### config.mk
export PLATFORM = sky130hd
export DESIGN_NAME = j1_uart_rx_periph
export DESIGN_NICKNAME = d
export VERILOG_FILES = /design/src/rtl/j1_uart_rx_periph_pkg.sv /design/src/rtl/j1_uart_rx_periph_sync_fifo.sv /design/src/rtl/j1_uart_rx_periph.sv
export SDC_FILE = /design/constraint.sdc
export NUM_CORES = 1
export LEC_CHECK = 0
export BUFFER_PORTS_ARGS = -buffer_cell sky130_fd_sc_hd__buf_2
export CAP_MARGIN = 20
export CORE_UTILIZATION = 56
export CTS_BUF_LIST = sky130_fd_sc_hd__clkbuf_4 sky130_fd_sc_hd__clkbuf_8
export DETAILED_ROUTE_END_ITERATION = 8
export HOLD_SLACK_MARGIN = 0.05
export PLACE_DENSITY_LB_ADDON = 0.25
export SLEW_MARGIN = 15
export SYNTH_ARGS = -nofsm -noshare
export SYNTH_HDL_FRONTEND = slang
export SYNTH_HIERARCHICAL = 1
export SYNTH_SLANG_ARGS = --single-unit
### constraint.sdc
create_clock -name sys_clk_i -period 2.2 [get_ports sys_clk_i]
set_clock_uncertainty 0.05 [all_clocks]
set_input_delay 0 -clock sys_clk_i [delete_from_list [all_inputs] [get_ports sys_clk_i]]
set_output_delay 0 -clock sys_clk_i [all_outputs]
set_load 0.03 [all_outputs]
### src/rtl/j1_uart_rx_periph_pkg.sv
`default_nettype none
// ============================================================================
//  Module      : j1_uart_rx_periph_pkg
//  Description : Shared constants and types for the J1 UART receive peripheral
//                (register map, status bit positions, oversampling constants,
//                receiver FSM state encoding).
//  Revision    : 1.0 - initial release
// ============================================================================
package j1_uart_rx_periph_pkg;

  // Register offsets on the peripheral read port
  localparam logic RX_DATA   = 1'b0;
  localparam logic RX_STATUS = 1'b1;

  // Status register bit positions
  localparam int AVAIL = 0;
  localparam int OVR   = 1;
  localparam int FERR  = 2;

  // Oversampling: ticks per bit and the tick count of the start-bit midpoint
  localparam int OVERSAMPLE = 16;
  localparam int MID_BIT    = 8;

  // Last tick index within a full bit and within the half start bit
  localparam logic [3:0] TICK_LAST_FULL = 4'(OVERSAMPLE - 1);
  localparam logic [3:0] TICK_LAST_MID  = 4'(MID_BIT - 1);

  // Receiver FSM states
  typedef enum logic [2:0] {
    ST_IDLE      = 3'd0,
    ST_START     = 3'd1,
    ST_DATA      = 3'd2,
    ST_STOP      = 3'd3,
    ST_WAIT_HIGH = 3'd4
  } rx_state_e;

endpackage : j1_uart_rx_periph_pkg
`default_nettype wire

### src/rtl/j1_uart_rx_periph_sync_fifo.sv
`default_nettype none
// ============================================================================
//  Module      : j1_uart_rx_periph_sync_fifo
//  Description : Single-clock FIFO with first-word-fall-through head output.
//                A pop is evaluated before a push, so a simultaneous pop and
//                push on a full FIFO both succeed. A push that cannot be
//                accepted is dropped and flagged on drop_o for one cycle.
//  Revision    : 1.0 - initial release
// ============================================================================
module j1_uart_rx_periph_sync_fifo #(
  parameter int WIDTH = 8,
  parameter int DEPTH = 4
) (
  input  logic                       clk_i,
  input  logic                       rst_i,
  input  logic                       push_i,
  input  logic [WIDTH-1:0]           wdata_i,
  input  logic                       pop_i,
  output logic [WIDTH-1:0]           rdata_o,
  output logic                       empty_o,
  output logic [$clog2(DEPTH):0]     count_o,
  output logic                       drop_o
);

  localparam int AW = $clog2(DEPTH);
  localparam int CW = AW + 1;

  logic [WIDTH-1:0] mem_q [DEPTH];
  logic [AW-1:0]    wr_ptr_q;
  logic [AW-1:0]    rd_ptr_q;
  logic [CW-1:0]    count_q;
  logic [CW-1:0]    count_d;
  logic             full_w;
  logic             pop_w;
  logic             push_w;

  assign empty_o = (count_q == '0);
  assign full_w  = (count_q == CW'(DEPTH));
  assign pop_w   = pop_i & ~empty_o;
  // A pop in the same cycle frees a slot, so a full FIFO can still accept
  assign push_w  = push_i & (~full_w | pop_w);
  assign drop_o  = push_i & ~push_w;
  assign rdata_o = mem_q[rd_ptr_q];
  assign count_o = count_q;

  // Occupancy next-state: unchanged when push and pop both take effect
  always_comb begin
    count_d = count_q;
    if (push_w && !pop_w) begin
      count_d = count_q + CW'(1);
    end else if (!push_w && pop_w) begin
      count_d = count_q - CW'(1);
    end
  end

  // Pointer and occupancy registers; pointers wrap naturally at DEPTH
  always_ff @(posedge clk_i) begin
    if (rst_i) begin
      wr_ptr_q <= '0;
      rd_ptr_q <= '0;
      count_q  <= '0;
    end else begin
      if (push_w) wr_ptr_q <= wr_ptr_q + AW'(1);
      if (pop_w)  rd_ptr_q <= rd_ptr_q + AW'(1);
      count_q <= count_d;
    end
  end

  // Storage array; contents need no reset because occupancy guards reads
  always_ff @(posedge clk_i) begin
    if (push_w) mem_q[wr_ptr_q] <= wdata_i;
  end

endmodule : j1_uart_rx_periph_sync_fifo
`default_nettype wire

### src/rtl/j1_uart_rx_periph.sv
`default_nettype none
// ============================================================================
//  Module      : j1_uart_rx_periph
//  Description : 8N1 UART receiver for the J1 SoC I/O bus. 16x oversampling,
//                mid-bit start validation, byte FIFO, data/status registers
//                on the peripheral read port and a data-available flag.
//  Revision    : 1.0 - initial release
// ============================================================================
module j1_uart_rx_periph
  import j1_uart_rx_periph_pkg::*;
#(
  parameter int DIVISOR    = 27,
  parameter int FIFO_DEPTH = 4
) (
  input  logic        sys_clk_i,
  input  logic        sys_rst_i,
  input  logic        uart_rx_i,
  input  logic        cs_i,
  input  logic        rd_i,
  input  logic        addr_i,
  output logic [15:0] d_out,
  output logic        rx_avail_o
);

  localparam int DIV_W = (DIVISOR > 1) ? $clog2(DIVISOR) : 1;
  localparam int CNT_W = $clog2(FIFO_DEPTH) + 1;

  // Synchronizer, tick generator
  logic             sync1_q;
  logic             sync2_q;
  logic [DIV_W-1:0] div_q;
  logic             tick_w;

  // Receiver FSM
  rx_state_e        state_q;
  logic [3:0]       tcnt_q;
  logic [2:0]       bidx_q;
  logic [7:0]       shift_q;
  logic             push_q;
  logic             ferr_evt_q;

  // FIFO interface
  logic [7:0]       head_w;
  logic             empty_w;
  logic [CNT_W-1:0] count_w;
  logic             drop_w;

  // Register port
  logic             rd_w;
  logic             data_rd_w;
  logic             stat_rd_w;
  logic             ovr_q;
  logic             ovr_d;
  logic             ferr_q;
  logic             ferr_d;
  logic [15:0]      status_w;
  logic [15:0]      d_out_q;

  // Two-flop synchronizer for the asynchronous serial input, idles high
  always_ff @(posedge sys_clk_i) begin
    if (sys_rst_i) begin
      sync1_q <= 1'b1;
      sync2_q <= 1'b1;
    end else begin
      sync1_q <= uart_rx_i;
      sync2_q <= sync1_q;
    end
  end

  assign tick_w = (div_q == DIV_W'(DIVISOR - 1));

  // Free-running oversample divider producing a one-cycle tick at wrap
  always_ff @(posedge sys_clk_i) begin
    if (sys_rst_i) begin
      div_q <= '0;
    end else if (tick_w) begin
      div_q <= '0;
    end else begin
      div_q <= div_q + DIV_W'(1);
    end
  end

  // Receiver FSM: start validation, LSB-first data shift, stop check
  always_ff @(posedge sys_clk_i) begin
    if (sys_rst_i) begin
      state_q    <= ST_IDLE;
      tcnt_q     <= '0;
      bidx_q     <= '0;
      shift_q    <= '0;
      push_q     <= 1'b0;
      ferr_evt_q <= 1'b0;
    end else begin
      push_q     <= 1'b0;
      ferr_evt_q <= 1'b0;
      if (tick_w) begin
        case (state_q)
          ST_IDLE: begin
            if (!sync2_q) begin
              state_q <= ST_START;
              tcnt_q  <= '0;
            end
          end
          ST_START: begin
            if (tcnt_q == TICK_LAST_MID) begin
              tcnt_q <= '0;
              bidx_q <= '0;
              // A high line at mid start bit was a glitch
              state_q <= sync2_q ? ST_IDLE : ST_DATA;
            end else begin
              tcnt_q <= tcnt_q + 4'd1;
            end
          end
          ST_DATA: begin
            if (tcnt_q == TICK_LAST_FULL) begin
              tcnt_q  <= '0;
              shift_q <= {sync2_q, shift_q[7:1]};
              bidx_q  <= bidx_q + 3'd1;
              if (bidx_q == 3'd7) state_q <= ST_STOP;
            end else begin
              tcnt_q <= tcnt_q + 4'd1;
            end
          end
          ST_STOP: begin
            if (tcnt_q == TICK_LAST_FULL) begin
              tcnt_q <= '0;
              if (sync2_q) begin
                push_q  <= 1'b1;
                state_q <= ST_IDLE;
              end else begin
                ferr_evt_q <= 1'b1;
                state_q    <= ST_WAIT_HIGH;
              end
            end else begin
              tcnt_q <= tcnt_q + 4'd1;
            end
          end
          ST_WAIT_HIGH: begin
            // Hold off through a break so it yields a single frame error
            if (sync2_q) state_q <= ST_IDLE;
          end
          default: state_q <= ST_IDLE;
        endcase
      end
    end
  end

  assign rd_w      = cs_i & rd_i;
  assign data_rd_w = rd_w & (addr_i == RX_DATA);
  assign stat_rd_w = rd_w & (addr_i == RX_STATUS);

  j1_uart_rx_periph_sync_fifo #(
    .WIDTH (8),
    .DEPTH (FIFO_DEPTH)
  ) u_fifo (
    .clk_i   (sys_clk_i),
    .rst_i   (sys_rst_i),
    .push_i  (push_q),
    .wdata_i (shift_q),
    .pop_i   (data_rd_w),
    .rdata_o (head_w),
    .empty_o (empty_w),
    .count_o (count_w),
    .drop_o  (drop_w)
  );

  assign rx_avail_o = (count_w != '0);

  // Status word and sticky flags; a new error event beats a same-cycle clear
  always_comb begin
    status_w        = '0;
    status_w[AVAIL] = rx_avail_o;
    status_w[OVR]   = ovr_q;
    status_w[FERR]  = ferr_q;
    ovr_d           = (ovr_q  & ~stat_rd_w) | drop_w;
    ferr_d          = (ferr_q & ~stat_rd_w) | ferr_evt_q;
  end

  // Sticky error flags and registered read data
  always_ff @(posedge sys_clk_i) begin
    if (sys_rst_i) begin
      ovr_q   <= 1'b0;
      ferr_q  <= 1'b0;
      d_out_q <= '0;
    end else begin
      ovr_q  <= ovr_d;
      ferr_q <= ferr_d;
      if (data_rd_w) begin
        d_out_q <= empty_w ? 16'h0000 : {8'h00, head_w};
      end else if (stat_rd_w) begin
        d_out_q <= status_w;
      end
    end
  end

  assign d_out = d_out_q;

endmodule : j1_uart_rx_periph
`default_nettype wire
==> results of run 1 <==
==> sequential cells by signal, summed over array words and instances (netlist names), 2 cells and up, named ones only <==
name,flops
u_fifo/mem_q,32
d_out,8
shift_q,8
div_q,5
tcnt_q,4
bidx_q,3
state_q,3
u_fifo/count_o,3
u_fifo/rd_ptr_q,2
u_fifo/wr_ptr_q,2
==> power groups by stage <==
stage          registers, uW  logic [uW]  clock network (uW)
5_1_grt                 1520         110                1150
2_1_floorplan           1550        75.1                   0
4_1_cts                 1510         100                1080
3_3_place_gp            1550        88.2                   0
3_5_place_dp            1550        90.6                   0
6_report                1520         101                1060
==> critical path, stage by stage <==
cell           delay (ns)
dlygate4sd3_1        0.53
buf_2                0.17
nor2_2               0.19
nor4b_2              0.07
nor2b_1              0.19
ha_1                 0.21
inv_1                0.06
fa_1                 0.37
xor2_1               0.17
or3_1                0.31
a21oi_1              0.13
==> cells in the mapped netlist (all sizes together) (2+ instances only) <==
master  number  area, um2
edfxtp      32      960.9
clkbuf       7      30.03
and2         6      43.80
nand2b       7      43.79
nor4b        4      41.29
nand2        9      33.78
nor2b        3      18.77
a221oi       3      26.28
mux4         8      180.2
dfxtp       46      920.9
buf         13      92.58
or2          3      18.77
xnor2        2      17.52
o21ai        4      20.02
a211o        2      17.52
and3         3      18.77
mux2i       10      100.1
nand3b       2      15.01
a31oi        2      12.51
nor2        33      123.9
nand3        7      35.03
xor2         6      52.55
ha          10      125.1
nor3         7      35.03
a21oi       15      75.07
or3          3      18.77
inv          4      15.01
a22oi        5      37.54
==> final cells by class <==
type / count / area (um2)
Inverter: 4 / 15.01
Sequential cell: 78 / 1882
Tap cell: 72 / 90.09
Timing Repair Buffer: 32 / 220.2
Multi-Input combinational cell: 175 / 1294
Clock inverter: 7 / 72.57
Fill cell: 417 / 1877
Clock buffer: 9 / 123.9
==> metal layers <==
metal	vias to the layer above	share of wire, %
li1	1023	-
met1	996	46
met2	48	48
met3	5	4.0
met4	0	1.4
met5	-	0
==> worst paths after layout <==
check                                       start                 to  cells after the start
worst max register to register  u_fifo/count_o[0]  u_fifo/count_o[2]                      7
worst min-delay path                         rd_i           d_out[7]                      5
worst max-delay path                       addr_i  u_fifo/count_o[2]                     11
worst min register to register            sync1_q            sync2_q                      1
==> what timing repair did <==
item / 4_1_cts / 5_1_grt
endpoints found under the setup margin: 0 / 1
setup buffers: 0 / 1
resized for setup: 0 / 1
endpoints found under the hold margin: 21 / 0
hold buffers: 6 / 0
==> logic make-up (layout without fill, tap and decap cells) <==
| family | Yosys count | count (layout) |
|---|---|---|
| other | 1 | 8 |
| AND/OR/NAND/NOR | 92 | 92 |
| buffers and inverters | 24 | 52 |
| multiplexers | 19 | 19 |
| flip-flops | 78 | 78 |
| AO/OA/AOI/OAI | 37 | 37 |
| XOR/XNOR | 8 | 8 |
| adder cells (fa/ha/maj) | 11 | 11 |
==> cells in the final DEF (no fill, tap or decap), types with 8 or more instances in the layout <==
master and n:
nor2_1 32, edfxtp_1 32, mux2i_1 10, nand2_1 9
mux4_2 8, buf_2 14, buf_4 12, dfxtp_1 46
a21oi_1 15, clkbuf_8 9, conb_1 8, ha_1 10
==> metrics by stage <==
step	setup WS [ns]	total power [uW]	instance area [um2]	instances
after detailed placement	0.1222	1639	3431	354
final	0.02611	2675	3697	377
after global placement	0.2127	1636	3431	354
after global routing	-0.03998	2777	3697	377
after CTS	0.01931	2697	3687	376
after floorplan	0.1325	1624	3311	277
==> flow_summary.json, run 1 <==
{
  "status": "finished, final reports clean",
  "required_ns": 2.43,
  "drive_above_1_share_pct": 20.66,
  "ys_seq_elements": 78,
  "synth-simple-area-share_pct": 15.01,
  "use_met2_pct": 33.13,
  "synth.distinct_cells": 48,
  "grt.total_usage_pct": 21.13,
  "syn_area_um2": 3284,
  "die_h_um": 78.59,
  "power_leakage_uw": 0.001351,
  "yosys_warnings": 6,
  "nets": 317,
  "synth_xor_area_share_pct": 2.133,
  "pin_count": 23,
  "use_met1_pct": 27.29,
  "n_antenna_cell": 0,
  "syn_to_final_growth_pct": 12.57,
  "dpl.hpwl_mm": 3.745,
  "vias_per_cell": 5.496,
  "path_clk_slew_ns": 0.09,
  "worstHoldPathType": "in -> reg",
  "regToRegSetupSlack_ns": 0.11,
  "synth_ff_type": "dfxtp_1",
  "synth-edff-count": 32,
  "maxSlewViolCount": 0,
  "cts_made_buffers": 9,
  "grtUsageMet3_pct": 6.163,
  "antenna_found_initial": 0,
  "clock_path_buffers": 2,
  "clock_latency_ns": 0.34,
  "crit_arrival_ns": 2.41,
  "start_kind": "input pin",
  "grt_start_max_net_pins": 23,
  "place.gp.congestion": 0.7668,
  "drv_cap": 0,
  "cts_tree": "yes",
  "grt_pass1_vias": 1956,
  "hold_violations": 0,
  "ys_async_sr_fraction_pct": 0,
  "cts_sinks": 78,
  "die_w_um": 78.59,
  "initial_core_util_pct": 58.92,
  "crit_type": "in -> reg",
  "cp-end-kind": "flop",
  "synth_fa_ha_area_share_pct": 4.419,
  "grt_pass1_wl_mm": 9.625,
  "synth_cells": 270,
  "internal_power_uw": 2063,
  "worstPathMaxFanout": 7,
  "synth_compound_area_share_pct": 7.848,
  "ant_nets": 0,
  "synth_top_family_by_area": "simple AND/OR/NAND/NOR gates",
  "clockRootBuffer": "clkbuf_8",
  "p_sw_uw": 611.7,
  "vias": 2072,
  "p_seq_share_pct": 56.6,
  "hold_slack_ns": 0.2117,
  "post-route-period-util_pct": 98.81,
  "core-area_um2": 5574,
  "fin_util_pct": 66.33,
  "fmax_ghz": 0.4600,
  "rows": 27,
  "clockPowerShare_pct": 39.6,
  "grt_busiest_layer": "met2",
  "setup_viol": 0,
  "postSynthAreaPerCell_um2": 12.16,
  "grt_overflow": 0,
  "seq_area_frac_synth_pct": 57.30,
  "synth.area.mux_share_pct": 8.990,
  "routedWlPerCell_um": 15.39,
  "min_period_ns": 2.174,
  "power_frac_comb_pct": 3.8,
  "numPortBuffers": 14,
  "ir_drop_mv": 0.4912,
  "routed_wl_mm": 5.803,
  "dr.pass1.iters": 4,
  "htree_levels": 3,
  "drcViolationCount": 0,
  "power.share.switching_pct": 22.87,
  "tns_ns": 0,
  "power_density_nw_per_um2": 723.4,
  "die-area_um2": 6176,
  "drt_iter0_drc": 166
}
Power figures use the tool's default switching activity.
==> inputs of run 2 (changes only) <==
--- a/config.mk
+++ b/config.mk
@@ -7,9 +7,10 @@
 export LEC_CHECK = 0
 export BUFFER_PORTS_ARGS = -buffer_cell sky130_fd_sc_hd__buf_2
 export CAP_MARGIN = 20
-export CORE_UTILIZATION = 56
+export CORE_UTILIZATION = 41
 export CTS_BUF_LIST = sky130_fd_sc_hd__clkbuf_4 sky130_fd_sc_hd__clkbuf_8
 export DETAILED_ROUTE_END_ITERATION = 8
+export GPL_ROUTABILITY_DRIVEN = 1
 export HOLD_SLACK_MARGIN = 0.05
 export PLACE_DENSITY_LB_ADDON = 0.25
 export SLEW_MARGIN = 15
==> constraint.sdc (replaced) <==
create_clock -name sys_clk_i -period 2.2 [get_ports sys_clk_i]
set_clock_uncertainty 0.05 [all_clocks]
set_input_delay 0 -clock sys_clk_i [delete_from_list [all_inputs] [get_ports sys_clk_i]]
set_output_delay 0 -clock sys_clk_i [all_outputs]
set_load 0.005 [all_outputs]
==> run 2 against run 1 <==
Compared with the run above:
- final cell count is 7.4% higher
- count of clock-buffer cells in the layout grew 1
- first-iteration DRC count fell by 52%
- worst setup slack improved by 0.043 ns
- sequential power is essentially flat
- wire length decreased by 0.21%
- utilization shrank 18 points
- design area is 1.1% higher
- largest power group unchanged
==> flow_summary.json, run 2 (synthesized netlist as in run 1, its figures left out) <==
{
  "status": "finished, final reports clean",
  "cp-end-kind": "flop",
  "required_ns": 2.42,
  "grt_busiest_layer": "met2",
  "die-area_um2": 8372,
  "fmax_ghz": 0.4693,
  "crit_slowest_cell": "dlygate4sd3_1",
  "grt_pass1_vias": 1921,
  "slew_headroom_pct": 56.16,
  "ir_drop_mv": 0.4474,
  "regMostFlops": "u_fifo/mem_q",
  "worstHoldPathType": "in -> reg",
  "setup_viol": 0,
  "antenna_found_initial": 0,
  "clock_path_buffers": 2,
  "rsz0062_at_grt": "false",
  "dr.pass1.iters": 4,
  "clockPowerShare_pct": 39.9,
  "syn_to_final_growth_pct": 13.79,
  "slowest_delay_ns": 0.53,
  "grt_start_max_net_pins": 30,
  "internal_power_uw": 2084,
  "grt_overflow": 0,
  "place.gp.congestion": 0.7252,
  "dpl.hpwl_mm": 3.803,
  "rows": 32,
  "placed_cells": 384,
  "routed_wl_mm": 5.791,
  "vias": 2044,
  "htree_levels": 3,
  "use_met2_pct": 23.37,
  "cts_tree": "yes",
  "worstMarginPinSlew_ns": 0.6493,
  "ant_nets": 0,
  "hold_violations": 0,
  "finalNonFillerCells": 405,
  "core-area_um2": 7727,
  "path_cells": "dlygate4sd3_1 -> buf_2 -> nor2_4 -> nor4b_2 -> nor2b_1 -> ha_2 -> inv_1 -> fa_1 -> xor2_1 -> or3_1 -> a21oi_2",
  "vias_per_cell": 5.047,
  "use_met1_pct": 19.42,
  "largest_reg_flops": 32,
  "power_leakage_uw": 0.001327,
  "post_dp_cell_area_um2": 3468,
  "post-route-period-util_pct": 96.85,
  "drcViolationCount": 0,
  "worstPathMaxFanout": 7,
  "clock_latency_ns": 0.34,
  "maxSlewViolCount": 0,
  "p_seq_share_pct": 57.2,
  "die_h_um": 91.50,
  "start_kind": "input pin",
  "nets": 315,
  "final_common_cell": "dfxtp_1",
  "nFillCells": 703,
  "path_clk_slew_ns": 0.08,
  "tns_ns": 0,
  "drive_above_1_share_pct": 21.45,
  "grt_pass1_wl_mm": 9.349,
  "grtUsageMet3_pct": 4.774,
  "crit_arrival_ns": 2.35,
  "numPortBuffers": 14,
  "final_cell_mix": "dfxtp_1, nor2_1, edfxtp_1",
  "power_density_nw_per_um2": 709.0,
  "routedWlPerCell_um": 14.30,
  "power.share.switching_pct": 21.37,
  "total_power_uw": 2650,
  "min_period_ns": 2.131,
  "drv_cap": 0,
  "clockRootBuffer": "clkbuf_8",
  "pin_count": 23,
  "cts_sinks": 78,
  "p_sw_uw": 566.3,
  "crit_type": "in -> reg",
  "power_frac_comb_pct": 3.0,
  "initial_core_util_pct": 42.50,
  "die_w_um": 91.50,
  "regToRegSetupSlack_ns": 0.12,
  "cts_made_buffers": 9,
  "drt_iter0_drc": 79,
  "n_antenna_cell": 0,
  "grt.total_usage_pct": 14.92,
  "fin_area_um2": 3737
}
==> run 2: critical path, delay by kind of cell <==
kind                     cells  cell delay (ns)
AO/OA/AOI/OAI                1             0.14
XOR/XNOR                     1             0.17
adder cells (fa/ha/maj)      2             0.59
buffers and inverters        3             0.75
AND/OR/NAND/NOR              4             0.71
==> run 2: final cells by class <==
class	instances	area (um2)	share of cell area, %
sequential	78	1883	50.39
multi-input combinational	175	1310	35.05
timing repair buffer	30	202.7	5.423
clock buffer	10	137.6	3.683
tap	102	127.6	3.415
clock inverter	6	61.31	1.640
inverter	4	15.01	0.4017
==> run 2: worst paths after layout <==
path | start | to | cells after the start
max | addr_i | u_fifo/count_o[2] | 11
min | sys_rst_i | d_out[7] | 2
max reg2reg | u_fifo/count_o[2] | u_fifo/count_o[2] | 8
min reg2reg | sync1_q | sync2_q | 1
==> run 2: metrics by stage <==
stage | util (%) | setup WS (ns) | hold WS [ns]
6_report | 48.36 | 0.06921 | 0.08381
5_1_grt | 48.36 | 0.01439 | 0.09216
4_1_cts | 48.11 | 0.02052 | 0.07365
3_5_place_dp | 44.88 | 0.1116 | 0.1354
3_3_place_gp | 44.88 | 0.2030 | 0.1352
2_1_floorplan | - | 0.1325 | 0.05381
==> run 2: metal layers <==
layer  wire, um  share of wire (%)
met2       2641                 46
met5          0                  0
met4         60                1.0
met3        212                3.7
met1       2876                 50
==> run 2: what timing repair did <==
| action | in CTS | in global routing |
|---|---|---|
| endpoints found under the setup margin | 0 | 1 |
| hold buffers | 5 | 0 |
| gates resized for setup | 0 | 6 |
| buffers inserted | 0 | 0 |
| hold endpoints to repair | 6 | 0 |
==> run 2: power groups by stage <==
stage | clock [uW] | sequential [uW] | combinational [uW]
3_5_place_dp | 0 | 1550 | 69.5
5_1_grt | 1140 | 1520 | 88.5
4_1_cts | 1090 | 1510 | 77.3
3_3_place_gp | 0 | 1550 | 69.0
2_1_floorplan | 0 | 1540 | 59.7
6_report | 1060 | 1510 | 78.6
